<file path="src/rtl/adc_afe_pkg.sv">
// Shared definitions for the ADC analog front-end host sequencer and controller.
// Gain width and channel count live here so both sides agree on one definition.
package adc_afe_pkg;

  localparam int          GAIN_W            = 2;
  localparam int          NUM_CHAN          = 2;
  localparam logic [15:0] SETTLE_CYCLES_DEF = 16'd200;

  localparam logic CMD_GAIN = 1'b0;
  localparam logic CMD_PWR  = 1'b1;

  typedef enum logic [2:0] {
    ST_IDLE   = 3'd0,
    ST_APPLY  = 3'd1,
    ST_SETTLE = 3'd2,
    ST_SAMPLE = 3'd3,
    ST_RESP   = 3'd4
  } seq_state_e;

endpackage

</file>
<file path="src/rtl/settle_timer.sv">
// Loadable down-counter that stops at zero; done is high whenever the count is zero.
module settle_timer #(
  parameter int CNT_W = 16
) (
  input  logic             clk_in,
  input  logic             rst_in,
  input  logic             load,
  input  logic             enable,
  input  logic [CNT_W-1:0] load_value,
  output logic             done
);

  logic [CNT_W-1:0] count_r;

  // Load has priority; decrement saturates at zero so the count never wraps.
  always_ff @(posedge clk_in) begin
    if (rst_in) begin
      count_r <= {CNT_W{1'b0}};
    end else if (load) begin
      count_r <= load_value;
    end else if (enable && (count_r != {CNT_W{1'b0}})) begin
      count_r <= count_r - {{(CNT_W-1){1'b0}}, 1'b1};
    end else begin
      count_r <= count_r;
    end
  end

  assign done = (count_r == {CNT_W{1'b0}});

endmodule

</file>
<file path="src/rtl/adc_afe_host_seq.sv">
// Host-side sequencer: applies one gain/power-down request, waits the settle time,
// then returns the controller's termination state as a response.
module adc_afe_host_seq
  import adc_afe_pkg::*;
#(
  parameter int               CNT_W         = 16,
  parameter logic [CNT_W-1:0] SETTLE_CYCLES = SETTLE_CYCLES_DEF
) (
  input  logic              clk_in,
  input  logic              rst_in,
  input  logic              cmd_valid_in,
  output logic              cmd_ready_out,
  input  logic              cmd_type_in,
  input  logic              cmd_chan_in,
  input  logic [GAIN_W-1:0] cmd_data_in,
  output logic [GAIN_W-1:0] gain0_out,
  output logic [GAIN_W-1:0] gain1_out,
  output logic [NUM_CHAN-1:0] power_down_out,
  input  logic [1:0]        term_state_in,
  output logic              resp_valid_out,
  input  logic              resp_ready_in,
  output logic [1:0]        resp_term_out,
  output logic              resp_chan_out,
  output logic              busy_out
);

  localparam logic [CNT_W-1:0] LOAD_VALUE = SETTLE_CYCLES - {{(CNT_W-1){1'b0}}, 1'b1};

  seq_state_e          state_r;
  logic                cmd_type_r;
  logic                cmd_chan_r;
  logic [GAIN_W-1:0]   cmd_data_r;
  logic                cmd_ready_r;
  logic                busy_r;
  logic [GAIN_W-1:0]   gain0_r;
  logic [GAIN_W-1:0]   gain1_r;
  logic [NUM_CHAN-1:0] power_down_r;
  logic                resp_valid_r;
  logic [1:0]          resp_term_r;
  logic                resp_chan_r;
  logic                timer_load_s;
  logic                timer_en_s;
  logic                timer_done_s;

  assign timer_load_s = (state_r == ST_APPLY);
  assign timer_en_s   = (state_r == ST_SETTLE);

  settle_timer #(.CNT_W(CNT_W)) u_settle_timer (
    .clk_in     (clk_in),
    .rst_in     (rst_in),
    .load       (timer_load_s),
    .enable     (timer_en_s),
    .load_value (LOAD_VALUE),
    .done       (timer_done_s)
  );

  // Sequencer FSM; every output is a register updated here.
  always_ff @(posedge clk_in) begin
    if (rst_in) begin
      state_r      <= ST_IDLE;
      cmd_type_r   <= 1'b0;
      cmd_chan_r   <= 1'b0;
      cmd_data_r   <= {GAIN_W{1'b0}};
      cmd_ready_r  <= 1'b0;
      busy_r       <= 1'b0;
      gain0_r      <= {GAIN_W{1'b0}};
      gain1_r      <= {GAIN_W{1'b0}};
      power_down_r <= {NUM_CHAN{1'b0}};
      resp_valid_r <= 1'b0;
      resp_term_r  <= 2'b00;
      resp_chan_r  <= 1'b0;
    end else begin
      case (state_r)
        ST_IDLE: begin
          if (cmd_valid_in && cmd_ready_r) begin
            cmd_type_r  <= cmd_type_in;
            cmd_chan_r  <= cmd_chan_in;
            cmd_data_r  <= cmd_data_in;
            cmd_ready_r <= 1'b0;
            busy_r      <= 1'b1;
            state_r     <= ST_APPLY;
          end else begin
            cmd_ready_r <= 1'b1;
            busy_r      <= 1'b0;
          end
        end
        ST_APPLY: begin
          if (cmd_type_r == CMD_GAIN) begin
            if (cmd_chan_r == 1'b0) begin
              gain0_r <= cmd_data_r;
            end else begin
              gain1_r <= cmd_data_r;
            end
          end else begin
            power_down_r[cmd_chan_r] <= cmd_data_r[0];
          end
          state_r <= ST_SETTLE;
        end
        ST_SETTLE: begin
          if (timer_done_s) begin
            state_r <= ST_SAMPLE;
          end else begin
            state_r <= ST_SETTLE;
          end
        end
        ST_SAMPLE: begin
          resp_term_r  <= term_state_in;
          resp_chan_r  <= cmd_chan_r;
          resp_valid_r <= 1'b1;
          state_r      <= ST_RESP;
        end
        ST_RESP: begin
          if (resp_ready_in) begin
            resp_valid_r <= 1'b0;
            cmd_ready_r  <= 1'b1;
            busy_r       <= 1'b0;
            state_r      <= ST_IDLE;
          end else begin
            state_r <= ST_RESP;
          end
        end
        // Corrupted encoding: recover to IDLE, request outputs untouched.
        default: begin
          resp_valid_r <= 1'b0;
          cmd_ready_r  <= 1'b0;
          busy_r       <= 1'b0;
          state_r      <= ST_IDLE;
        end
      endcase
    end
  end

  assign cmd_ready_out  = cmd_ready_r;
  assign busy_out       = busy_r;
  assign gain0_out      = gain0_r;
  assign gain1_out      = gain1_r;
  assign power_down_out = power_down_r;
  assign resp_valid_out = resp_valid_r;
  assign resp_term_out  = resp_term_r;
  assign resp_chan_out  = resp_chan_r;

endmodule

</file>
<file path="config.mk">
export PLATFORM = sky130hd
export DESIGN_NAME = adc_afe_host_seq
export DESIGN_NICKNAME = d
export VERILOG_FILES = /design/src/rtl/adc_afe_pkg.sv /design/src/rtl/settle_timer.sv /design/src/rtl/adc_afe_host_seq.sv
export SDC_FILE = /design/constraint.sdc
export NUM_CORES = 1
export LEC_CHECK = 0
export ABC_AREA = 1
export CAP_MARGIN = 20
export CORE_AREA = 2 2 87 89
export CTS_CLUSTER_SIZE = 14
export DETAILED_ROUTE_END_ITERATION = 8
export DIE_AREA = 0 0 89 91
export SYNTH_ARGS = -nofsm -noshare
export SYNTH_HDL_FRONTEND = slang
export SYNTH_SLANG_ARGS = --single-unit
</file>
<file path="constraint.sdc">
create_clock -name clk_in -period 1.3 [get_ports clk_in]
set_input_delay 0.26 -clock clk_in [delete_from_list [all_inputs] [get_ports clk_in]]
set_output_delay 0.26 -clock clk_in [all_outputs]
set_load 0.01 [all_outputs]
</file>
; Yosys cells after proc, flatten, opt, wreduce, memory -nomap -nowiden
; Index checks and enable logic that the tools add are counted.
[totals]
output_inout_bits = 12
inputBits = 10
ff_bits = 35
wordCells = 59
[op_classes]
muxes = 16
eq_ne = 6
bitwise = 4
n_reduce_logical = 16
add_sub_neg = 1
order_cmp = 2
[op_table]
columns = op, n
row1 = $logic_not A16 Y1, 1
row2 = $mux W8, 2
row3 = $reduce_bool A16 Y1, 1
row4 = $sub A16 B1 Y16 const B, 1
row5 = $pmux W3 S5, 1
row6 = $pmux W1 S3, 3
row7 = $reduce_and A2 Y1, 4
row8 = $eq A3 B2 Y1 const B, 2
row9 = $mux W1, 6
row10 = $mux W3, 2
row11 = $reduce_and A3 Y1, 2
row12 = $reduce_or A3 Y1, 2
row13 = $ne A2 B2 Y1 const B, 2
row14 = $not A1 Y1, 4
row15 = $eq A3 B1 Y1 const B, 1
row16 = $eq A3 B3 Y1 const B, 1
row17 = $logic_and A1 B1 Y1, 3
row18 = $logic_not A3 Y1, 1
row19 = $bwmux W2, 1
row20 = $lt A1 B2 Y1 const B, 1
row21 = $reduce_bool A2 Y1, 1
row22 = $reduce_or A2 Y1, 1
row23 = $demux W1 S1, 1
row24 = $ge A1 B1 Y1 const B, 1

; Longest topological paths before layout
[logic_depth]
ltp_word = 5
ltp_mapped = 11
depth_no_buf = 10

; Modules after synthesis
; Synthesis repeated with hierarchy kept, for this count alone.
[unflattened]
cells_unflattened = 329
area_unflattened_um2 = 2014.4
[by_module_without_submodules]
columns = mod, area_per_inst_um2, cells_per_inst, seq_area_each_um2, n_inst
row1 = settle_timer, 1194.9, 212, 320.3, 1
row2 = adc_afe_host_seq, 819.5, 117, 380.4, 1

; Least setup slack after synthesis
; No wires, ideal clock.
[synth_timing]
kind = register to register
start = reg u_settle_timer.count_r[0]
end = reg u_settle_timer.count_r[1]
stages_incl_launch_ff = 11
setup_ps = 116
arrival_time_ps = 1300
t_required_ps = 1184
period_less_slack_ps = 1416
n_path_buf = 1
setup_slack_ps = -116
path_cell_list = dfxtp_1 > inv_1 > ha_1 > nand2_2 > nor2_4 > nand2_4 > nand2_4 > inv_2 > buf_6 > nor3_2 > nor2_1
[synth_via]
elab_chain_cells = 3
elab_cells_between_ends = 6
classes_between = add/sub (1) / mux (2) / reduce/logical (3)
[synth_rtl]
columns = item, line
row1 = "start, declared", settle_timer.sv:13  ; logic [CNT_W-1:0] count_r;
row2 = "start signal, assigned", settle_timer.sv:18  ; count_r <= {CNT_W{1'b0}};
row3 = "start signal, assigned", settle_timer.sv:20  ; count_r <= load_value;
row4 = "start signal, assigned", settle_timer.sv:22  ; count_r <= count_r - {{(CNT_W-1){1'b0}}, 1'b1};
row5 = $sub A16 B1 Y16 or $reduce_bool A16 Y1 (tied branches), "settle_timer.sv:22, settle_timer.sv:21"
row6 = $mux W8 or $logic_and A1 B1 Y1 (tied branches), settle_timer.sv:21  ; end else if (enable && (count_r != {CNT_W{1'b0}})) begin
row7 = $mux W8 or $reduce_bool A2 Y1 (tied branches), -
; Several ways; a longest one is shown, not always the timed one. The select of a mux whose other input is x is not followed.
; A chain may end at the register's enable or synchronous reset.

; Worst setup path in the final report
[layout_timing]
start = reg state_r[1]
end = reg u_settle_timer.count_r[4]
[layout_via]
elab_chain_cells = 2
elab_cells_between_ends = 4
classes_between = eq/ne (2) / reduce/logical (2)
[layout_rtl]
columns = item, line
row1 = "start, declared", adc_afe_host_seq.sv:29  ; seq_state_e state_r;
row2 = "start signal, assigned", adc_afe_host_seq.sv:60  ; state_r <= ST_IDLE;
row3 = "start signal, assigned", adc_afe_host_seq.sv:81  ; state_r <= ST_APPLY;
row4 = "start signal, assigned", adc_afe_host_seq.sv:97  ; state_r <= ST_SETTLE;
row5 = $eq A3 B1 Y1 or $eq A3 B2 Y1 (tied branches), "adc_afe_host_seq.sv:45, adc_afe_host_seq.sv:46"
row6 = $reduce_or A2 Y1 (no source line) or $logic_and A1 B1 Y1 (tied branches), -
row7 = "end signal, assigned", settle_timer.sv:20
row8 = "end signal, assigned", settle_timer.sv:22
row9 = "end signal, assigned", settle_timer.sv:24  ; count_r <= count_r;
; Several ways; a longest one is shown, not always the timed one.

==> summary.txt <==
Yosys
  – Ys async rst share: 0
  – Post-Syn Area: approximately 0.0017 mm^2
  – Synth cell types: 24
  – Mapped Cells: between 200 and 300
  – Predominant post-synthesis flop cell: dfxtp_1
  – Synthesized flop and latch total: 35
  – Number of flops mapped to enable cells by yosys: 0
  – Register area share after synthesis: 0.402
  – Synth Net Count: 267
  – Ys Warns: 0
  – Syn_area_per_cell: between 6 and 7 um^2

Hold path
  – Hold endpoint: power_down_out[0]
  – Worst Hold Depth: 2
  – Worst hold path type: reg2reg
  – Worst hold start: power_down_out[0]

Critical path
  – Critical path buffers and inverters: 3
  – Reg-to-reg slack, setup: -0.02 ns
  – Max stage delay cell, worst path: dfxtp_2
  – RR Startpoint: state_r[1]
  – Crit Path Class: reg2reg
  – Largest stage delay on the critical path: about 0.36 ns
  – Worst path cell trace: inv_2, nor3_4, buf_6, nand2_8, clkbuf_16, nor3_1, nor2_1
  – Crit start category: flop
  – Worst endpoint required time: between 1 and 1.5 ns
  – R2R depth: 7
  – Critical path peak fanout: 5
  – Worst reg2reg endpoint: u_settle_timer.count_r[4]
  – Kind of cell adding the most delay to the critical path: simple AND/OR/NAND/NOR gates
  – WP data arrival: about 1.5 ns
  – CP Capture Type: flop

Run status
  – Status: finished, violations left
  – Failing checks: setup timing

CTS
  – Clock-pin slew on the worst setup and hold paths: ~0.08 ns
  – H-tree depth: 2
  – CTS sink cnt: 35
  – Max clock buf depth: 2
  – CTS tree: yes
  – TritonCTS Buffers: 5
  – Hold-fix buffers, CTS: 0
  – Root buffer cell: clkbuf_8
  – Worst-Skew Late Latency: around 0.30 ns

STA
  – Hold slack: 0.447 ns
  – Final worst path period need: 1.32 ns
  – Final WS setup: -0.0241 ns
  – Fin Setup TNS: -0.0511 ns
  – Clock Skew: about 0.0075 ns
  – Fin crit share: 1.02
  – Max Clk Rate: between 700 and 800 MHz
  – Slew HR: 0.736
  – Worst slew pin tran: 0.395 ns
  – Max Slew Vio Count: 0
  – RSZ-0062 raised after global routing: true
  – Endpoints failing hold: 0
  – Final setup vio count: 3

Die
  – Initial core utilization: 0.244
  – Die width: 89 um
  – Num ports: 22
  – Core Rows: 31
  – Die height: between 90 and 100 um
  – Core Region: ~0.0071 mm^2
  – Die area: between 0.008 and 0.009 mm^2

GRT
  – First-pass GRT wire length: approximately 7.2 mm
  – Largest net degree at the start of global routing: 17
  – Vias in the first global route: about 1600
  – Global route overflow: 0
  – Total GRT Usage: 0.111
  – Initial antenna violation count: 0

Place
  – PortBufs: 21
  – Final HPWL DP: a little over 3 mm
  – Placer Congestion: approximately 0.79

Detailed routing
  – Initial drt markers: 86
  – Vias per cell: between 4 and 5
  – First drt pass iteration count: 4
  – Avg WL per Cell: ~11 um
  – Post-DRT Antenna Nets: 0
  – DRC: 0
  – Routed wire length: between 4 and 5 mm
  – Vias: 1756

Layout
  – Register Area: ~700 um^2
  – Filler cell count: 759
  – ANT cells: 0
  – Layout cells sized above 1: 0.290
  – Footprint of the multi-input gates: about 0.0010 mm^2
  – Area delta synth->final: 46.3%
  – Nets: ~330

Pwr
  – Pleak: 1.18 nW
  – Power Density: 2600 mW/mm^2
  – Maximum vdd drop: 851 uV

Job
  – Max-cap viol count: 0
[cell type report]
| cell class | count | area share |
|---|---|---|
| Inverter | 30 | 0.0451 |
| Multi-Input combinational cell | 187 | 0.393 |
| Clock buffer | 6 | 0.0324 |
| Clock inverter | 2 | 0.00637 |
| Timing Repair Buffer | 57 | 0.197 |
| Tap cell | 99 | 0.0485 |
| Sequential cell | 35 | 0.278 |
[metrics by stage]
step | area [um^2] | instances | total power [mW] | setup WS [ns] | util
detailed placement | 2320 | 405 | 5.24 | -0.128 | 0.325
finish | 2550 | 416 | 6.65 | -0.0241 | 0.358
CTS | 2430 | 413 | 6.20 | -0.0199 | 0.340
global route | 2550 | 416 | 7.24 | -0.103 | 0.358
global placement | 2320 | 405 | 5.19 | -0.135 | 0.325
floorplan | 1760 | 256 | 3.92 | -0.00294 | -
[state kept, by name, indices dropped and copies added, names as in the netlist]
signal and cells:
gain0_out 2, gain1_out 2, resp_chan_out 1, resp_term_out 2, cmd_chan_r 1, state_r 3
resp_valid_out 1, busy_out 1, u_settle_timer.count_r 16, power_down_out 2, cmd_ready_out 1, cmd_data_r 2
cmd_type_r 1
[synth_stat cells, drive strengths merged (3+ instances only)]
| cell | number | area share |
|---|---|---|
| buf | 3 | 0.017 |
| nand3b | 4 | 0.017 |
| o21ai | 17 | 0.049 |
| inv | 30 | 0.065 |
| nand3 | 19 | 0.060 |
| nand4 | 3 | 0.011 |
| a21oi | 19 | 0.055 |
| nand2 | 65 | 0.15 |
| xor2 | 4 | 0.020 |
| nor2 | 51 | 0.12 |
| nor3 | 3 | 0.018 |
| dfxtp | 35 | 0.40 |
[layer usage]
| layer | routed length, um | global-route usage | vias up | part of all wire |
|---|---|---|---|---|
| met2 | 2060 | 0.175 | 28 | 0.47 |
| met5 | 0 | 0 | - | 0 |
| met4 | 51 | 0.0336 | 0 | 0.012 |
| li1 | - | - | 929 | - |
| met1 | 2140 | 0.146 | 794 | 0.49 |
| met3 | 142 | 0.0300 | 5 | 0.032 |
[what timing repair did]
action                     in CTS  in global routing
gates cloned                    0                  1
setup endpoints to repair      28                 27
pin swaps                       2                 24
resized for setup              24                 31
hold endpoints to repair        0                  0
buffers inserted                0                  3
[worst max-delay path by stage]
stage               cells after the start                 startpoint  slack [ns]                         to
floorplan                              10  u_settle_timer.count_r[1]      -0.003  u_settle_timer.count_r[1]
global placement                        6               cmd_valid_in       -0.14                 cmd_type_r
detailed placement                      6               cmd_valid_in       -0.13                 cmd_chan_r
CTS                                    10  u_settle_timer.count_r[1]       -0.02  u_settle_timer.count_r[4]
global route                           10  u_settle_timer.count_r[0]       -0.10  u_settle_timer.count_r[0]
finish                                  7                 state_r[1]       -0.02  u_settle_timer.count_r[4]
[kinds of logic after synthesis]
family,synth area share
adders and majority gates,0.00717
xor gates and xnor gates,0.0251
buffers and inverters,0.0839
DFF,0.402
and+or+nand+nor,0.379
AOI/OAI and AO/OA,0.103
[power by group]
part | total (mW) | switching (mW) | internal, mW
clock | 0.883 | 0.450 | 0.433
combinational | 4.18 | 2.27 | 1.92
sequential | 1.58 | 0.242 | 1.34
total | 6.65 | 2.96 | 3.69
[worst register-to-register path, delay by kind of cell, from the launching register on]
family	cells	cell delay [ns]
buffers and inverters	3	0.36
flip-flops	1	0.36
AND/OR/NAND/NOR	4	0.49
[layout by cell type, fill, tap and decap left out, types with 6 or more instances in the layout]
| cell type | instances |
|---|---|
| nor2_2 | 13 |
| clkdlybuf4s50_1 | 9 |
| nand2_1 | 58 |
| nand3_1 | 15 |
| nor2_1 | 34 |
| dlygate4sd2_1 | 12 |
| inv_1 | 25 |
| o21ai_0 | 11 |
| buf_4 | 32 |
| clkbuf_8 | 6 |
| a21oi_1 | 17 |
| dfxtp_1 | 28 |
| dfxtp_2 | 7 |
No activity file was read; power rests on OpenSTA's default activity.
